===== src/rtl/wb_port_arbiter.sv =====
// Shares the register-file write port between the WB stage and a long-latency unit.
// Optional same-cycle long-unit bypass on an idle port is enabled by defining WB_BYPASS_EN.
module wb_port_arbiter #(
    parameter int DATA_W       = 16,
    parameter int RADDR_W      = 3,
    parameter int DEPTH        = 4,
    parameter int STARVE_LIMIT = 4
) (
    input  logic                       clk,
    input  logic                       rst,
    input  logic                       wb_valid,
    input  logic [RADDR_W-1:0]         wb_rd,
    input  logic [DATA_W-1:0]          wb_data,
    output logic                       wb_stall,
    input  logic                       lu_valid,
    input  logic [RADDR_W-1:0]         lu_rd,
    input  logic [DATA_W-1:0]          lu_data,
    output logic                       lu_ready,
    output logic                       rf_we,
    output logic [RADDR_W-1:0]         rf_waddr,
    output logic [DATA_W-1:0]          rf_wdata,
    output logic [$clog2(DEPTH):0]     fifo_count
);
    localparam int PTR_W = $clog2(DEPTH);
    localparam int CNT_W = PTR_W + 1;
    localparam int AGE_W = $clog2(STARVE_LIMIT + 1);
    localparam logic [CNT_W-1:0] FULL    = CNT_W'(DEPTH);
    localparam logic [AGE_W-1:0] AGE_MAX = AGE_W'(STARVE_LIMIT);

    logic [RADDR_W-1:0] rd_q   [DEPTH];
    logic [DATA_W-1:0]  data_q [DEPTH];
    logic [DEPTH-1:0]   live_q;
    logic [PTR_W-1:0]   rd_ptr;
    logic [PTR_W-1:0]   wr_ptr;
    logic [CNT_W-1:0]   count;
    logic [AGE_W-1:0]   age;

    logic not_empty, head_live, head_dead, starve;
    logic wb_write, head_write, bypass, push, pop;

    always_comb begin
        not_empty  = (count != '0);
        head_live  = not_empty && live_q[rd_ptr];
        head_dead  = not_empty && !live_q[rd_ptr];
        starve     = head_live && (age == AGE_MAX);
        wb_write   = !rst && wb_valid && !starve;
        head_write = !rst && head_live && (starve || !wb_valid);
`ifdef WB_BYPASS_EN
        bypass     = !rst && lu_valid && !not_empty && !wb_valid;
`else
        bypass     = 1'b0;
`endif
        lu_ready   = !rst && (count < FULL);
        push       = lu_valid && lu_ready && !bypass;
        // Dead heads leave without touching the port.
        pop        = head_write || (!rst && head_dead);
        wb_stall   = !rst && starve;
        rf_we      = wb_write || head_write || bypass;
        rf_waddr   = '0;
        rf_wdata   = '0;
        if (head_write) begin
            rf_waddr = rd_q[rd_ptr];
            rf_wdata = data_q[rd_ptr];
        end else if (wb_write) begin
            rf_waddr = wb_rd;
            rf_wdata = wb_data;
        end else if (bypass) begin
            rf_waddr = lu_rd;
            rf_wdata = lu_data;
        end
        fifo_count = count;
    end

    always_ff @(posedge clk or posedge rst) begin
        if (rst) begin
            rd_ptr <= '0;
            wr_ptr <= '0;
            count  <= '0;
            age    <= '0;
            live_q <= '0;
        end else begin
            // Kill older results to the same register; a same-cycle push below wins.
            for (int i = 0; i < DEPTH; i++) begin
                if (wb_write && (rd_q[i] == wb_rd))
                    live_q[i] <= 1'b0;
            end
            if (push) begin
                live_q[wr_ptr] <= 1'b1;
                wr_ptr         <= wr_ptr + 1'b1;
            end
            if (pop)
                rd_ptr <= rd_ptr + 1'b1;
            count <= count + CNT_W'(push) - CNT_W'(pop);
            if (pop || !head_live)
                age <= '0;
            else if (age != AGE_MAX)
                age <= age + 1'b1;
        end
    end

    always_ff @(posedge clk) begin
        if (push) begin
            rd_q[wr_ptr]   <= lu_rd;
            data_q[wr_ptr] <= lu_data;
        end
    end
endmodule


===== config.mk =====
export PLATFORM = sky130hd
export DESIGN_NAME = wb_port_arbiter
export DESIGN_NICKNAME = d
export VERILOG_FILES = /design/src/rtl/wb_port_arbiter.sv
export SDC_FILE = /design/constraint.sdc
export NUM_CORES = 1
export LEC_CHECK = 0
export CORE_UTILIZATION = 49
export CTS_BUF_LIST = sky130_fd_sc_hd__clkbuf_8
export DETAILED_ROUTE_END_ITERATION = 8
export PLACE_DENSITY = 0.78
export RECOVER_POWER = 100
export SLEW_MARGIN = 5
export SYNTH_ARGS = -nofsm -noshare
export SYNTH_HDL_FRONTEND = slang
export SYNTH_SLANG_ARGS = --single-unit
export TNS_END_PERCENT = 20

===== constraint.sdc =====
create_clock -name clk -period 2.5 [get_ports clk]
set_clock_uncertainty 0.2 [all_clocks]
set_input_delay 0.375 -clock clk [delete_from_list [all_inputs] [get_ports clk]]
set_output_delay 0.375 -clock clk [all_outputs]
set_load 0.02 [all_outputs]

==> impl_metrics.py <==
metrics = {
    "route": {
        "detailedRoute.firstPassIterationCount": 7,
        "drc_errors": 0,
        "remaining_antenna_violation_count_after_routing": 0,
        "route.detailed.vias_per_inst": 5.49,
        "routedWlPerCell_um": 17.6,
        "vias": 2466,
        "wl_um": 7900,
        "drt_first_iter_violations": 134,
    },
    "synth": {
        "synth_cell_types": 38,
        "async_reset_ff_share_pct": 15.6,
        "synth_fp_nets": 278,
        "synth_sequential_area_ratio_pct": 66.6,
        "ys_top_cells_by_area": "edfxtp_1 58%, mux4_2 11%, dfrtp_1 8.9%, a22o_1 4.0%, xor2_1 2.9%",
        "synth.largest_area_cell": "edfxtp_1",
        "ys_warn_count": 0,
        "synth_edf_count": 76,
        "postSynth.topFlopCell": "edfxtp_1",
        "synth.cell_area_mm2": 0.00396,
        "synthesis.instances": 227,
        "post-synth-top-area-fraction_pct": 57.7,
        "synth_register_bits": 90,
        "synthesis.area_per_instance_um2": 17.4,
    },
    "sta": {
        "worst_setup_slack_final_ns": -0.319,
        "final-hold-violation-count": 0,
        "number_of_failing_setup_endpoints_in_the_final_timing_report": 71,
        "fin_crit_ns": 2.82,
        "report.final.slew_viol_count": 0,
        "min_period_over_period_pct": 113,
        "clock.fmax_mhz": 355,
        "slew-limit-headroom_pct": 39.2,
        "worstMarginPinSlew_ns": 0.911,
        "rsz0062_at_grt": "true",
    },
    "finish": {
        "fin_nets": 393,
        "stdcell_count": 449,
        "fillerInstances": 541,
        "antenna_cells_inserted": 0,
        "layout.cells.most_common": "edfxtp_1",
        "flow.area_growth_from_synthesis_pct": 35.7,
        "drive_above_1_share_pct": 33.7,
        "most-common-layout-cells": "76 x edfxtp_1, 40 x buf_4, 25 x clkdlybuf4s50_1, 20 x mux4_2, 20 x dlygate4sd3_1",
        "finish.utilization_pct": 69.1,
    },
    "hold_path": {
        "hold_path.startpoint": "live_q[1]",
        "whs_endpoint": "live_q[1]",
        "hold_path.class": "flop to flop",
        "min_delay_path_depth": 3,
    },
    "pwr": {
        "vdd_drop_max_mv": 0.499,
        "total_leakage_power_nw": 1.99,
        "power_density_mw_per_mm2": 960,
    },
    "grt": {
        "first_global_vias": 2441,
        "largest_net_degree_at_the_start_of_global_routing": 21,
        "grt_overflow": 0,
        "grt_first_pass_wirelength_um": 12500,
        "grt_antenna_before_repair": 0,
        "gr-usage-all-layers_pct": 20.0,
    },
    "flow_run": {
        "max-cap-violations": 0,
    },
    "floorplanning": {
        "placeableCoreArea_mm2": 0.00777,
        "die-area_mm2": 0.00843,
        "die_h_um": 91.8,
        "initial_core_util_pct": 50.9,
        "core.rowCount": 32,
        "io_pins": 67,
        "die_x_um": 91.8,
    },
    "placed_design": {
        "worst_setup_timing_slack_at_the_placement_stage_ns": -0.322,
        "place_congestion": 0.770,
        "detailed_place_hpwl_um": 5470,
        "place.detailed.instances": 427,
        "io_buffers": 66,
    },
    "setup_path": {
        "reg2reg_setup_slack_ns": -0.32,
        "timing.critical_path.from_type": "flop",
        "signal_arrival_time_at_the_worst_endpoint_ns": 2.86,
        "critical_path_peak_fanout": 3,
        "timing.reg2reg.worst_path_depth": 11,
        "critical_path.endpoint_type": "flop",
        "worstPathRequired_ns": 2.54,
        "r2r-end": "fifo_count[2]",
        "r2r-start": "rd_ptr[0]",
        "path_class": "flop to flop",
    },
    "clock_tree": {
        "clkLatencyLatePin_ns": 0.35,
        "path_clk_slew_ns": 0.09,
        "cts.htree.levels": 3,
        "numClockSinks": 90,
        "cts_max_path_buffers": 2,
        "cts_root_buf": "clkbuf_8",
        "tritoncts.num_buffers": 9,
        "cts_tree": "yes",
    },
    "outcome": {
        "failed_checks": "setup timing",
        "status": "complete, but fails checks",
    },
}
sequential cells by signal, summed over array words and instances, names as in the netlist:
signal / count
live_q: 4
wr_ptr: 2
data_q: 64
fifo_count: 3
age: 3
rd_ptr: 2
rd_q: 12
metrics by stage:
step	power (W)	area, um2	hold WS [ns]	setup TNS, ns
after CTS	0.00496	5230	0.411	-3.80
after floorplan	0.00316	3970	0.246	-0.208
final	0.00515	5370	0.436	-5.34
after global placement	0.00388	5070	0.380	-5.80
after global routing	0.00542	5370	0.455	-13.48
after detailed placement	0.00393	5070	0.389	-6.07
layer usage:
layer / part of all wire (%) / global-route usage (%) / vias to the layer above
met1: 44 / 25.8 / 1271
met3: 3.0 / 3.57 / 8
met5: 0 / 0 / -
met4: 1.1 / 7.81 / 0
met2: 52 / 33.9 / 53
li1: - / - / 1134
synth_stat cells (all sizes together) (2+ instances only):
| cell | instances |
|---|---|
| xnor2 | 4 |
| a22o | 18 |
| a21boi | 2 |
| clkbuf | 7 |
| nand2 | 4 |
| a21oi | 11 |
| nor3 | 6 |
| and3 | 2 |
| xor2 | 13 |
| inv | 10 |
| and2 | 4 |
| nand2b | 2 |
| dfrtp | 14 |
| a211oi | 2 |
| mux4 | 20 |
| buf | 4 |
| a31oi | 4 |
| ha | 8 |
| edfxtp | 76 |
| nor2 | 2 |
| o21ai | 2 |
timing repair:
action                                  in CTS  in global routing
setup buffers                                3                  3
cloned                                       0                  0
pin swaps                                    3                 11
hold buffers                                 0                  0
gates resized for setup                     89                 39
endpoints found under the setup margin      23                 23
hold endpoints to repair                     0                  0
worst max path at each step:
stage	start	depth (start not counted)	end	slack [ns]
after floorplan	rd_ptr[0]	9	fifo_count[2]	-0.14
after global placement	wb_valid	11	fifo_count[2]	-0.28
after detailed placement	wb_valid	11	fifo_count[2]	-0.32
after CTS	rd_ptr[0]	11	fifo_count[2]	-0.35
after global routing	rd_ptr[0]	11	fifo_count[2]	-0.41
final	rd_ptr[0]	11	fifo_count[2]	-0.32
kinds of logic (layout without fill, tap and decap cells):
family | after synthesis | after routing | synth area share (%)
DFF | 90 | 90 | 66.6
AOI/OAI and AO/OA | 45 | 45 | 8.86
and+or+nand+nor | 24 | 24 | 3.83
muxes | 21 | 21 | 11.7
buffers and inverters | 21 | 141 | 2.28
xor gates and xnor gates | 17 | 17 | 3.76
adders and majority gates | 9 | 9 | 3.04
worst max-delay path: stages, from the launching register on:
cell      delay [ns]
dfrtp_1         0.38
mux4_2          0.53
buf_6           0.15
buf_6           0.11
a211oi_4        0.21
ha_1            0.26
inv_1           0.06
ha_2            0.16
inv_2           0.03
fa_2            0.35
xnor2_2         0.14
xnor2_1         0.13
final cells by class:
cell class | instances | area (um2) | area share, %
flip-flops and latches | 90 | 2630 | 49.1
multi-input cells | 116 | 1270 | 23.8
repair buffers | 115 | 1100 | 20.5
well taps | 102 | 128 | 2.38
clock buffers | 9 | 124 | 2.31
clock inverters | 7 | 70.1 | 1.31
inverters | 10 | 37.5 | 0.699
power by group:
part | internal [W] | switching (W) | leakage (nW) | total, W
Combinational | 0.00125 | 0.00102 | 1.04 | 0.00227
Sequential | 0.00183 | 0.0000988 | 0.857 | 0.00193
Clock | 0.000387 | 0.000561 | 0.0951 | 0.000949
Total | 0.00347 | 0.00168 | 1.99 | 0.00515
No activity file was read; power rests on OpenSTA's default activity.
